`config.mk`:
```
export PLATFORM = sky130hd
export DESIGN_NAME = shift_sequence_counter
export DESIGN_NICKNAME = d
export VERILOG_FILES = /design/src/rtl/shift_sequence_counter.sv
export SDC_FILE = /design/constraint.sdc
export NUM_CORES = 1
export LEC_CHECK = 0
export BUFFER_PORTS_ARGS = -buffer_cell sky130_fd_sc_hd__buf_2
export CAP_MARGIN = 20
export CORE_UTILIZATION = 48
export CTS_BUF_LIST = sky130_fd_sc_hd__clkbuf_8
export DETAILED_ROUTE_END_ITERATION = 7
export GPL_TIMING_DRIVEN = 0
export PLACE_DENSITY = 0.75
export SLEW_MARGIN = 20
export SYNTH_ARGS = -nofsm -noshare
export SYNTH_HDL_FRONTEND = slang
export SYNTH_SLANG_ARGS = --single-unit
```
`constraint.sdc`:
```
create_clock -name clk -period 3.08 [get_ports clk]
set_clock_uncertainty 0.1 [all_clocks]
set_input_delay 0.154 -clock clk [delete_from_list [all_inputs] [get_ports clk]]
set_output_delay 0.154 -clock clk [all_outputs]
set_load 0.02 [all_outputs]
```
`src/rtl/shift_sequence_counter.sv`:
```
// Shift-sequence counter: emits a bounded train of shift enables for a serial
// datapath, with start/done handshake, hold, abort and auto-reload.
module shift_sequence_counter #(
  parameter int CNT_WIDTH = 5
) (
  input  logic                 clk,
  input  logic                 rst,
  input  logic                 start,
  input  logic [CNT_WIDTH-1:0] length,
  input  logic                 auto_reload,
  input  logic                 hold,
  input  logic                 abort,
  output logic                 shift_en,
  output logic [CNT_WIDTH-1:0] count,
  output logic                 busy,
  output logic                 done,
  output logic                 overflow
);

  typedef enum logic [1:0] {
    ST_IDLE = 2'd0,
    ST_RUN  = 2'd1,
    ST_DONE = 2'd2
  } state_t;

  localparam logic [CNT_WIDTH-1:0] CNT_ONE  = CNT_WIDTH'(1);
  localparam logic [CNT_WIDTH-1:0] CNT_ZERO = '0;

  state_t               state_reg, state_next;
  logic [CNT_WIDTH-1:0] count_reg, count_next;
  logic [CNT_WIDTH-1:0] len_reg, len_next;
  logic                 done_reg, done_next;
  logic                 overflow_reg, overflow_next;
  logic                 load;
  logic                 shift_step;
  logic                 last_step;

  // A shift happens only in RUN when neither paused nor aborted this cycle.
  assign shift_step = (state_reg == ST_RUN) && !hold && !abort;
  // len_reg is never zero in RUN, so len_reg-1 cannot underflow here.
  assign last_step  = shift_step && (count_reg == (len_reg - CNT_ONE));

  // New sequence request: a start from IDLE/DONE, or a reload out of DONE.
  always_comb begin
    load = 1'b0;
    if (!abort) begin
      case (state_reg)
        ST_IDLE: load = start;
        ST_DONE: load = auto_reload || start;
        default: load = 1'b0;
      endcase
    end
  end

  always_comb begin
    state_next    = state_reg;
    count_next    = count_reg;
    len_next      = len_reg;
    overflow_next = overflow_reg;
    if (abort) begin
      state_next    = ST_IDLE;
      count_next    = CNT_ZERO;
      overflow_next = 1'b0;
    end else if (load) begin
      len_next   = length;
      count_next = CNT_ZERO;
      // A zero-length sequence completes immediately with no shifts.
      if (length == CNT_ZERO) begin
        state_next    = ST_DONE;
        overflow_next = 1'b1;
      end else begin
        state_next    = ST_RUN;
        overflow_next = 1'b0;
      end
    end else begin
      case (state_reg)
        ST_RUN: begin
          if (shift_step) begin
            count_next = count_reg + CNT_ONE;
            if (last_step) begin
              state_next    = ST_DONE;
              overflow_next = 1'b1;
            end
          end
        end
        ST_DONE: state_next = ST_IDLE;
        default: state_next = state_reg;
      endcase
    end
    done_next = (state_next == ST_DONE);
  end

  always_ff @(posedge clk) begin
    if (rst) begin
      state_reg    <= ST_IDLE;
      count_reg    <= CNT_ZERO;
      len_reg      <= CNT_ZERO;
      done_reg     <= 1'b0;
      overflow_reg <= 1'b0;
    end else begin
      state_reg    <= state_next;
      count_reg    <= count_next;
      len_reg      <= len_next;
      done_reg     <= done_next;
      overflow_reg <= overflow_next;
    end
  end

  assign shift_en = shift_step;
  assign busy     = (state_reg == ST_RUN);
  assign count    = count_reg;
  assign done     = done_reg;
  assign overflow = overflow_reg;

endmodule

```
==> metrics.cfg, run 1 <==
[global_route]
use_met1_pct = 22.4
use_met3_pct = 3.83
grt_util_met2_pct = 30.6
grt_max_degree = 9
grt_pass1_wl_mm = 2.55
busiest_layer = met2
grt_pass1_vias = 628
antenna_found_initial = 0
grt.total_usage_pct = 18.1
overflow = 0

[route]
drtAntennaViolNets = 0
drt_iter0_drc = 8
drc = 0
via_count = 649
drt_pass1_iterations = 4
wl_mm = 1.44
via_per_inst = 5.19
wire_per_inst_um = 11.5

[worst_setup_path]
critical_path_class = reg -> reg
crit_fanout = 8
required_ns = 3.10
reg2reg_depth = 7
end_kind = flop
cpMaxStageDelayCell = nor3_4
rr_startpoint = state_reg[0]$_SDFF_PP0_
r2r_end = done$_SDFF_PP0_
cp_data_arrival_time_ns = 1.89
cp-start-kind = flop
crit_chain = inv_1 > ha_1 > a21oi_1 > nor3_4 > mux2_4 > o2bb2ai_2 > a22oi_2
critPathMaxStageDelay_ns = 0.40
r2r_slack_ns = 1.21

[finish]
layout_common_cells = 20 x buf_2, 14 x dfxtp_1, 13 x nor2_1
fin_nets = 126
antennaDiodeCount = 0
area_growth_pct = 21.1
final_common_cell = buf_2
nFillCells = 132
fin_util_pct = 63.5
drive_gt1_share_pct = 30.3
final_design_area_no_fill_sq_um = 978

[timing]
max_slew_margin_pct = 62.3
rsz0062_at_grt = no
max_freq_mhz = 535
tns_ns = 0
setup_violations = 0
maxSlewViolCount = 0
hold_violations = 0
worst_pin_slew_ns = 0.561
fin_crit_ns = 1.87
fin_ws_ns = 1.21
min_period_over_period_pct = 60.7

[cts]
cts_hold_buffers = 0
clk_pin_slew_ns = 0.06
htree_levels = 1
post_cts_resize_count = 0
clockRootBuffer = clkbuf_8
cts_tree = done
post_cts_buffers = 0
worstSkewPairLatency_ns = 0.24
cts_buffers = 3
clk_path_buf_depth = 2
cts.sinks = 14

[power]
p_sw_mw = 0.0920
p_seq_share_pct = 45.7
p_per_area_nw_per_um2 = 420
intPower_mw = 0.319
clockPowerShare_pct = 42.7
combPwrFrac_pct = 11.5
p_leak_nw = 0.415
power_mw = 0.411
p_sw_share_pct = 22.4
ir_drop_uv = 283

[synth]
seq_area_frac_synth_pct = 34.7
ys_warn_count = 0
muxShareOfSynthArea_pct = 9.29
synth_nets = 102
syn-instance-count = 86
synthAdderAreaFrac_pct = 7.74
synth-simple-area-share_pct = 22.6
synth.distinct_cells = 29
synth_seq_cells = 14
synth_compound_area_share_pct = 12.4
synth_top_family_by_area = simple AND/OR/NAND/NOR gates
synthesis.area_sq_um = 808
synth_xor_area_share_pct = 10.8
avgSynthCellArea_sq_um = 9.40

[run]
maxCapViolCount = 0

[place]
io_buffers = 19
routabilityCongestion = 0.763
post-place-ws_ns = 1.21
dpl.hpwl_mm = 1.13
dpl-instance-area_sq_um = 923

[die]
start_util_pct = 52.4
die_area_sq_um = 1850
die_y_um = 43.0
num_rows = 14
die_w_um = 43.0
core_sq_um = 1540
io_pins = 20

[worst_hold_path]
hp-class = in -> reg
hold_path_depth = 3
hp-start = length[3]
whs_endpoint = len_reg[3]$_SDFFE_PP0P_

[run_status]
status = finished, final reports clean

-- worst max-delay path by stage --
stage / cells after the start / from / slack, ns / to
detailed placement: 7 / state_reg[1]$_SDFF_PP0_ / 1.21 / done$_SDFF_PP0_
CTS: 7 / state_reg[1]$_SDFF_PP0_ / 1.20 / done$_SDFF_PP0_
finish: 7 / state_reg[0]$_SDFF_PP0_ / 1.21 / done$_SDFF_PP0_
floorplan: 7 / state_reg[1]$_SDFF_PP0_ / 1.14 / state_reg[0]$_SDFF_PP0_
global placement: 7 / state_reg[1]$_SDFF_PP0_ / 1.25 / done$_SDFF_PP0_
global route: 7 / state_reg[1]$_SDFF_PP0_ / 1.05 / state_reg[0]$_SDFF_PP0_
-- worst max-delay path, delay by kind of cell (launching register included) --
family | cells | cell delay [ns]
AO/OA/AOI/OAI | 3 | 0.35
adder cells (fa/ha/maj) | 1 | 0.15
buffers and inverters | 1 | 0.08
flip-flops | 1 | 0.33
multiplexers | 1 | 0.35
AND/OR/NAND/NOR | 1 | 0.40
-- layout make-up --
type,instances,area (sq um),share of cell area (%)
buffer,1,5.00,0.512
clock buffer,4,55.1,5.63
inverter,4,15.0,1.53
multi-input combinational,67,508,51.9
sequential,14,280,28.6
tap,16,20.0,2.05
timing repair buffer,19,95.1,9.72
-- power groups by stage --
stage,clock (mW),combinational [mW],sequential [mW]
after floorplan,0,0.0319,0.191
after global routing,0.190,0.0525,0.189
final,0.176,0.0474,0.188
after detailed placement,0,0.0471,0.192
after CTS,0.180,0.0476,0.188
after global placement,0,0.0457,0.192
-- layer usage --
metal	routed length, um	part of all wire [%]
met3	57	4.0
met5	0	0
met1	637	44
met2	736	51
met4	8	0.56
-- synthesized netlist by cell type (all sizes together) --
master	number	area share [%]
o21a	1	0.93
o21ai	4	2.5
mux2	1	1.9
a21oi	2	1.2
or4	1	1.4
nand2b	1	0.77
ha	5	7.7
mux2i	6	7.4
xnor2	5	5.4
nor3	4	4.5
nor3b	1	2.3
buf	1	0.62
inv	4	1.9
nor2	14	6.8
nand3	2	1.9
a21o	1	0.93
o21bai	2	1.9
dfxtp	14	35
nand4	3	2.3
and2	1	0.77
xor2	5	5.4
o2bb2ai	1	1.9
a22oi	1	1.5
a31oi	2	1.5
nand2	4	1.9
-- metrics by stage --
step                      instances  hold slack [ns]
after floorplan                  86            0.126
after global placement          121            0.307
after detailed placement        121            0.314
after CTS                       125           0.0652
after global routing            125           0.0735
final                           125           0.0701
-- kinds of logic (layout without fill, tap and decap cells) --
group                      count (synthesis)  after routing
and+or+nand+nor                           31             31
AOI/OAI and AO/OA                         14             14
DFF                                       14             14
xor gates and xnor gates                  10             10
muxes                                      7              7
adders and majority gates                  5              5
buffers and inverters                      5             28
No activity file was read; power rests on OpenSTA's default activity.
==> inputs of run 2 (changes only) <==
==> constraint.sdc (replaced) <==
create_clock -name clk -period 1.87 [get_ports clk]
set_clock_uncertainty 0.1 [all_clocks]
set_input_delay 0.0935 -clock clk [delete_from_list [all_inputs] [get_ports clk]]
set_output_delay 0.0935 -clock clk [all_outputs]
set_load 0.02 [all_outputs]
==> metrics.cfg, run 2 (synthesized netlist as in run 1, its figures left out) <==
[run_status]
status = finished, final reports clean

[timing]
fin_crit_ns = 1.70  ; -0.168 ns
tns_ns = 0  ; unchanged
fin_ws_ns = 0.168  ; -1.04 ns
max_slew_margin_pct = 61.7  ; -0.68 points
setup_violations = 0  ; unchanged
rsz0062_at_grt = no
max_freq_mhz = 587  ; +9.9%
hold_violations = 0  ; unchanged
min_period_over_period_pct = 91.0  ; +30 points
maxSlewViolCount = 0  ; unchanged
finalHoldWorstSlack_ns = 0.00454  ; -0.0656 ns
worst_pin_slew_ns = 0.571  ; +0.0101 ns

[finish]
drive_gt1_share_pct = 34.5  ; +4.3 points
register_area_sq_um = 282  ; +0.45%
final_common_cell = buf_2
stdcell_count = 126  ; +0.80%
multi_input_area_sq_um = 518  ; +2.0%
layout_common_cells = 20 x buf_2, 13 x nor2_1, 13 x dfxtp_1
antennaDiodeCount = 0  ; unchanged
fin_nets = 128  ; +1.6%
area_growth_pct = 22.6
nFillCells = 134  ; +1.5%
fin_util_pct = 64.3  ; +0.81 points

[place]
dpl.hpwl_mm = 1.20  ; +5.5%
place_inst = 121  ; unchanged
routabilityCongestion = 0.770  ; +0.86%
io_buffers = 19  ; unchanged
post-place-ws_ns = 0.00197  ; -1.21 ns

[global_route]
grt_max_degree = 9  ; unchanged
grt_pass1_wl_mm = 2.70  ; +5.6%
overflow = 0  ; unchanged
grt_pass1_vias = 663  ; +5.6%
antenna_found_initial = 0  ; unchanged
grt.total_usage_pct = 19.4  ; +1.3 points

[worst_setup_path]
cp_data_arrival_time_ns = 1.72  ; -0.17 ns
cp-start-kind = flop
critical_path_class = reg -> reg
end_kind = flop
required_ns = 1.89  ; -1.21 ns
reg2reg_depth = 7  ; unchanged
crit_fanout = 4  ; -4

[cts]
clk_path_buf_depth = 2  ; unchanged
cts.sinks = 14  ; unchanged
cts_tree = done
worstSkewPairLatency_ns = 0.24  ; about the same
clk_pin_slew_ns = 0.06  ; about the same
clockRootBuffer = clkbuf_8
htree_levels = 1  ; unchanged
cts_buffers = 3  ; unchanged

[power]
ir_drop_uv = 394  ; +39%
p_leak_nw = 0.420  ; +1.2%
p_per_area_nw_per_um2 = 640  ; +52%

[route]
via_per_inst = 5.56  ; +7.0%
drc = 0  ; unchanged
drt_pass1_iterations = 4  ; unchanged
via_count = 700  ; +7.9%
wl_mm = 1.57  ; +9.2%
drt_iter0_drc = 5  ; -3
wire_per_inst_um = 12.5  ; +8.4%
drtAntennaViolNets = 0  ; unchanged

[run]
maxCapViolCount = 0  ; unchanged

[die]
num_rows = 14  ; unchanged
start_util_pct = 52.4  ; unchanged
die_w_um = 43.0  ; unchanged
core_sq_um = 1540  ; unchanged
die_y_um = 43.0  ; unchanged
die_area_sq_um = 1850  ; unchanged
io_pins = 20  ; unchanged

[worst_hold_path]
hold_path_depth = 2  ; -1
hp-class = in -> reg

-- run 2: cell count changes in the layout (fill, tap and decap cells not counted), sizes merged --
| cell | delta |
|---|---|
| buf | +2 |
| clkbuf | -1 |
-- run 2: final timing paths --
path / endpoint / slack [ns] / startpoint
worst min register to register: overflow$_SDFFE_PP0P_ / 0.41 / overflow$_SDFFE_PP0P_
worst max-delay path: done$_SDFF_PP0_ / 0.17 / state_reg[1]$_SDFF_PP0_
worst max register to register: done$_SDFF_PP0_ / 0.17 / state_reg[1]$_SDFF_PP0_
worst min-delay path: len_reg[0]$_SDFFE_PP0P_ / 0.005 / rst
-- run 2: area by class of cell --
class / instances / share of cell area [%]
clock buffer: 3 / 4.17
tap: 16 / 2.02
sequential: 14 / 28.4
buffer: 1 / 0.505
timing repair buffer: 21 / 11.1
inverter: 4 / 1.52
multi-input combinational: 67 / 52.3
-- run 2: through the flow --
stage	area [sq um]	power [mW]
2_1_floorplan	811	0.368
3_3_place_gp	926	0.392
4_1_cts	975	0.639
3_5_place_dp	926	0.395
5_1_grt	991	0.661
6_report	991	0.634
-- run 2: repair_timing --
item | CTS | global route
pin swaps | 1 | 0
hold buffers | 0 | 0
setup endpoints to repair | 2 | 2
setup buffers | 1 | 1
resized for setup | 0 | 3
cloned | 0 | 0
-- run 2: critical path, stage by stage, from the launching register on --
cell	delay, ns
dfxtp_1	0.37
inv_1	0.08
ha_1	0.19
a21oi_2	0.21
nor3_4	0.08
mux2_4	0.31
o2bb2ai_2	0.15
a22oi_2	0.08
-- run 2: routing by layer --
metal / GRT usage (%) / wire length (um) / vias to the layer above
met5: 0 / 0 / -
met3: 3.83 / 55 / 5
met2: 33.6 / 810 / 17
met4: 9.09 / 26 / 0
met1: 22.8 / 678 / 329
li1: - / - / 349
-- run 2: power by group --
group | internal, mW | switching (mW) | total [mW] | leakage, nW
registers | 0.305 | 0.00585 | 0.310 | 0.114
logic | 0.0389 | 0.0446 | 0.0835 | 0.285
clock network | 0.142 | 0.0979 | 0.240 | 0.0216
total | 0.486 | 0.148 | 0.634 | 0.420
==> inputs of run 3 (changes only) <==
==> constraint.sdc (replaced) <==
create_clock -name clk -period 1.87 [get_ports clk]
set_clock_uncertainty 0.1 [all_clocks]
set_input_delay 0.374 -clock clk [delete_from_list [all_inputs] [get_ports clk]]
set_output_delay 0.374 -clock clk [all_outputs]
set_load 0.02 [all_outputs]
==> metrics.cfg, run 3 (synthesized netlist as in run 1, its figures left out) <==
[worst_setup_path]
cp-start-kind = flop
critPathMaxStageDelay_ns = 0.33  ; -0.04 ns
crit_fanout = 4  ; unchanged
rr_startpoint = state_reg[0]$_SDFF_PP0_
cpMaxStageDelayCell = dfxtp_1
cp-startpoint = state_reg[1]$_SDFF_PP0_
cp_data_arrival_time_ns = 1.33  ; -0.39 ns
crit_chain = inv_1 > ha_2 > nor3b_4 > buf_2
required_ns = 1.40  ; -0.49 ns
critical_path_class = reg -> out
end_kind = output pin

[finish]
fin_nets = 128  ; unchanged
final_common_cell = buf_2
final_design_area_no_fill_sq_um = 991  ; unchanged
register_area_sq_um = 282  ; unchanged
antennaDiodeCount = 0  ; unchanged
drive_gt1_share_pct = 34.5  ; unchanged
layout_common_cells = 20 x buf_2, 13 x nor2_1, 13 x dfxtp_1
multi_input_area_sq_um = 518  ; unchanged
area_growth_pct = 22.6  ; unchanged
nFillCells = 132  ; -1.5%

[route]
wl_mm = 1.57  ; +0.13%
wire_per_inst_um = 12.5  ; +0.13%
drt_iter0_drc = 7  ; +2
drt_pass1_iterations = 4  ; unchanged
via_per_inst = 5.56  ; unchanged
via_count = 700  ; unchanged
drc = 0  ; unchanged
drtAntennaViolNets = 0  ; unchanged

[worst_hold_path]
hp-start = rst
hp-class = in -> reg

[cts]
worstSkewPairLatency_ns = 0.24  ; about the same
cts.sinks = 14  ; unchanged
cts_tree = done
clk_pin_slew_ns = 0.06  ; about the same
clockRootBuffer = clkbuf_8
cts_buffers = 3  ; unchanged
cts_hold_buffers = 0  ; unchanged
htree_levels = 1  ; unchanged
clk_path_buf_depth = 2  ; unchanged

[timing]
min_period_over_period_pct = 96.6  ; +5.6 points
maxSlewViolCount = 0  ; unchanged
hold_violations = 0  ; unchanged
max_slew_margin_pct = 62.1  ; +0.48 points
tns_ns = 0  ; unchanged
setup_violations = 0  ; unchanged
rsz0062_at_grt = no
fin_crit_ns = 1.81  ; +0.105 ns
worst_pin_slew_ns = 0.564  ; -0.00708 ns
max_freq_mhz = 553  ; -5.8%

[die]
die_y_um = 43.0  ; unchanged
die_w_um = 43.0  ; unchanged
core_sq_um = 1540  ; unchanged
num_rows = 14  ; unchanged
io_pins = 20  ; unchanged
start_util_pct = 52.4  ; unchanged
die_area_sq_um = 1850  ; unchanged

[global_route]
grt_pass1_wl_mm = 2.74  ; +1.6%
grt.total_usage_pct = 19.7  ; +0.26 points
overflow = 0  ; unchanged
grt_max_degree = 9  ; unchanged
antenna_found_initial = 0  ; unchanged
grt_pass1_vias = 668  ; +0.75%

[place]
routabilityCongestion = 0.770  ; unchanged
dpl-instance-area_sq_um = 926  ; unchanged
io_buffers = 19  ; unchanged
dpl.hpwl_mm = 1.20  ; unchanged

[power]
p_per_area_nw_per_um2 = 641  ; +0.25%
p_leak_nw = 0.420  ; unchanged
ir_drop_uv = 394  ; about the same
power_mw = 0.636  ; +0.25%

[run_status]
status = finished, final reports clean

[run]
maxCapViolCount = 0  ; unchanged

-- run 3: layer usage --
layer / track usage, % / wire length (um)
met4: 9.09 / 30
met1: 23.0 / 680
met2: 34.2 / 813
met5: 0 / 0
met3: 3.83 / 48
-- run 3: critical path: cells and delay by family (launching register included) --
kind | cells | cell delay [ns]
flops | 1 | 0.33
buf+inv | 2 | 0.30
simple gates | 1 | 0.25
fa+ha+maj | 1 | 0.21
-- run 3: power breakdown --
group | leakage, nW | total (mW) | switching [mW] | internal (mW)
logic | 0.285 | 0.0831 | 0.0442 | 0.0389
registers | 0.114 | 0.310 | 0.00584 | 0.305
clock network | 0.0216 | 0.242 | 0.0998 | 0.142
total | 0.420 | 0.636 | 0.150 | 0.486
-- run 3: path summary, 6_finish.rpt --
check | endpoint | slack, ns | cells past startpoint
min reg2reg | overflow$_SDFFE_PP0P_ | 0.41 | 2
max | shift_en | 0.06 | 4
max reg2reg | done$_SDFF_PP0_ | 0.17 | 7
min | len_reg[0]$_SDFFE_PP0P_ | 0.28 | 2
-- run 3: area by class of cell --
cell class              count  share of cell area, %
multi-input cells          67                   52.3
flip-flops and latches     14                   28.4
repair buffers             21                   11.1
clock buffers               3                   4.17
plain buffers               1                  0.505
inverters                   4                   1.52
well taps                  16                   2.02
-- run 3: timing repair --
| item | 4_1_cts | 5_1_grt |
|---|---|---|
| setup endpoints to repair | 3 | 2 |
| gates cloned | 0 | 0 |
| pin swaps | 1 | 0 |
| setup buffers | 2 | 0 |
| resized for setup | 0 | 3 |
-- run 3: stage by stage --
stage | hold slack [ns] | util (%) | setup slack, ns | instances
2_1_floorplan | 0.346 | - | 0.000487 | 86
3_3_place_gp | 0.391 | 60.1 | 0.0408 | 121
3_5_place_dp | 0.392 | 60.1 | 0.00197 | 121
4_1_cts | 0.290 | 63.7 | 0.0640 | 126
5_1_grt | 0.308 | 64.3 | 0.00549 | 126
6_report | 0.284 | 64.3 | 0.0627 | 126
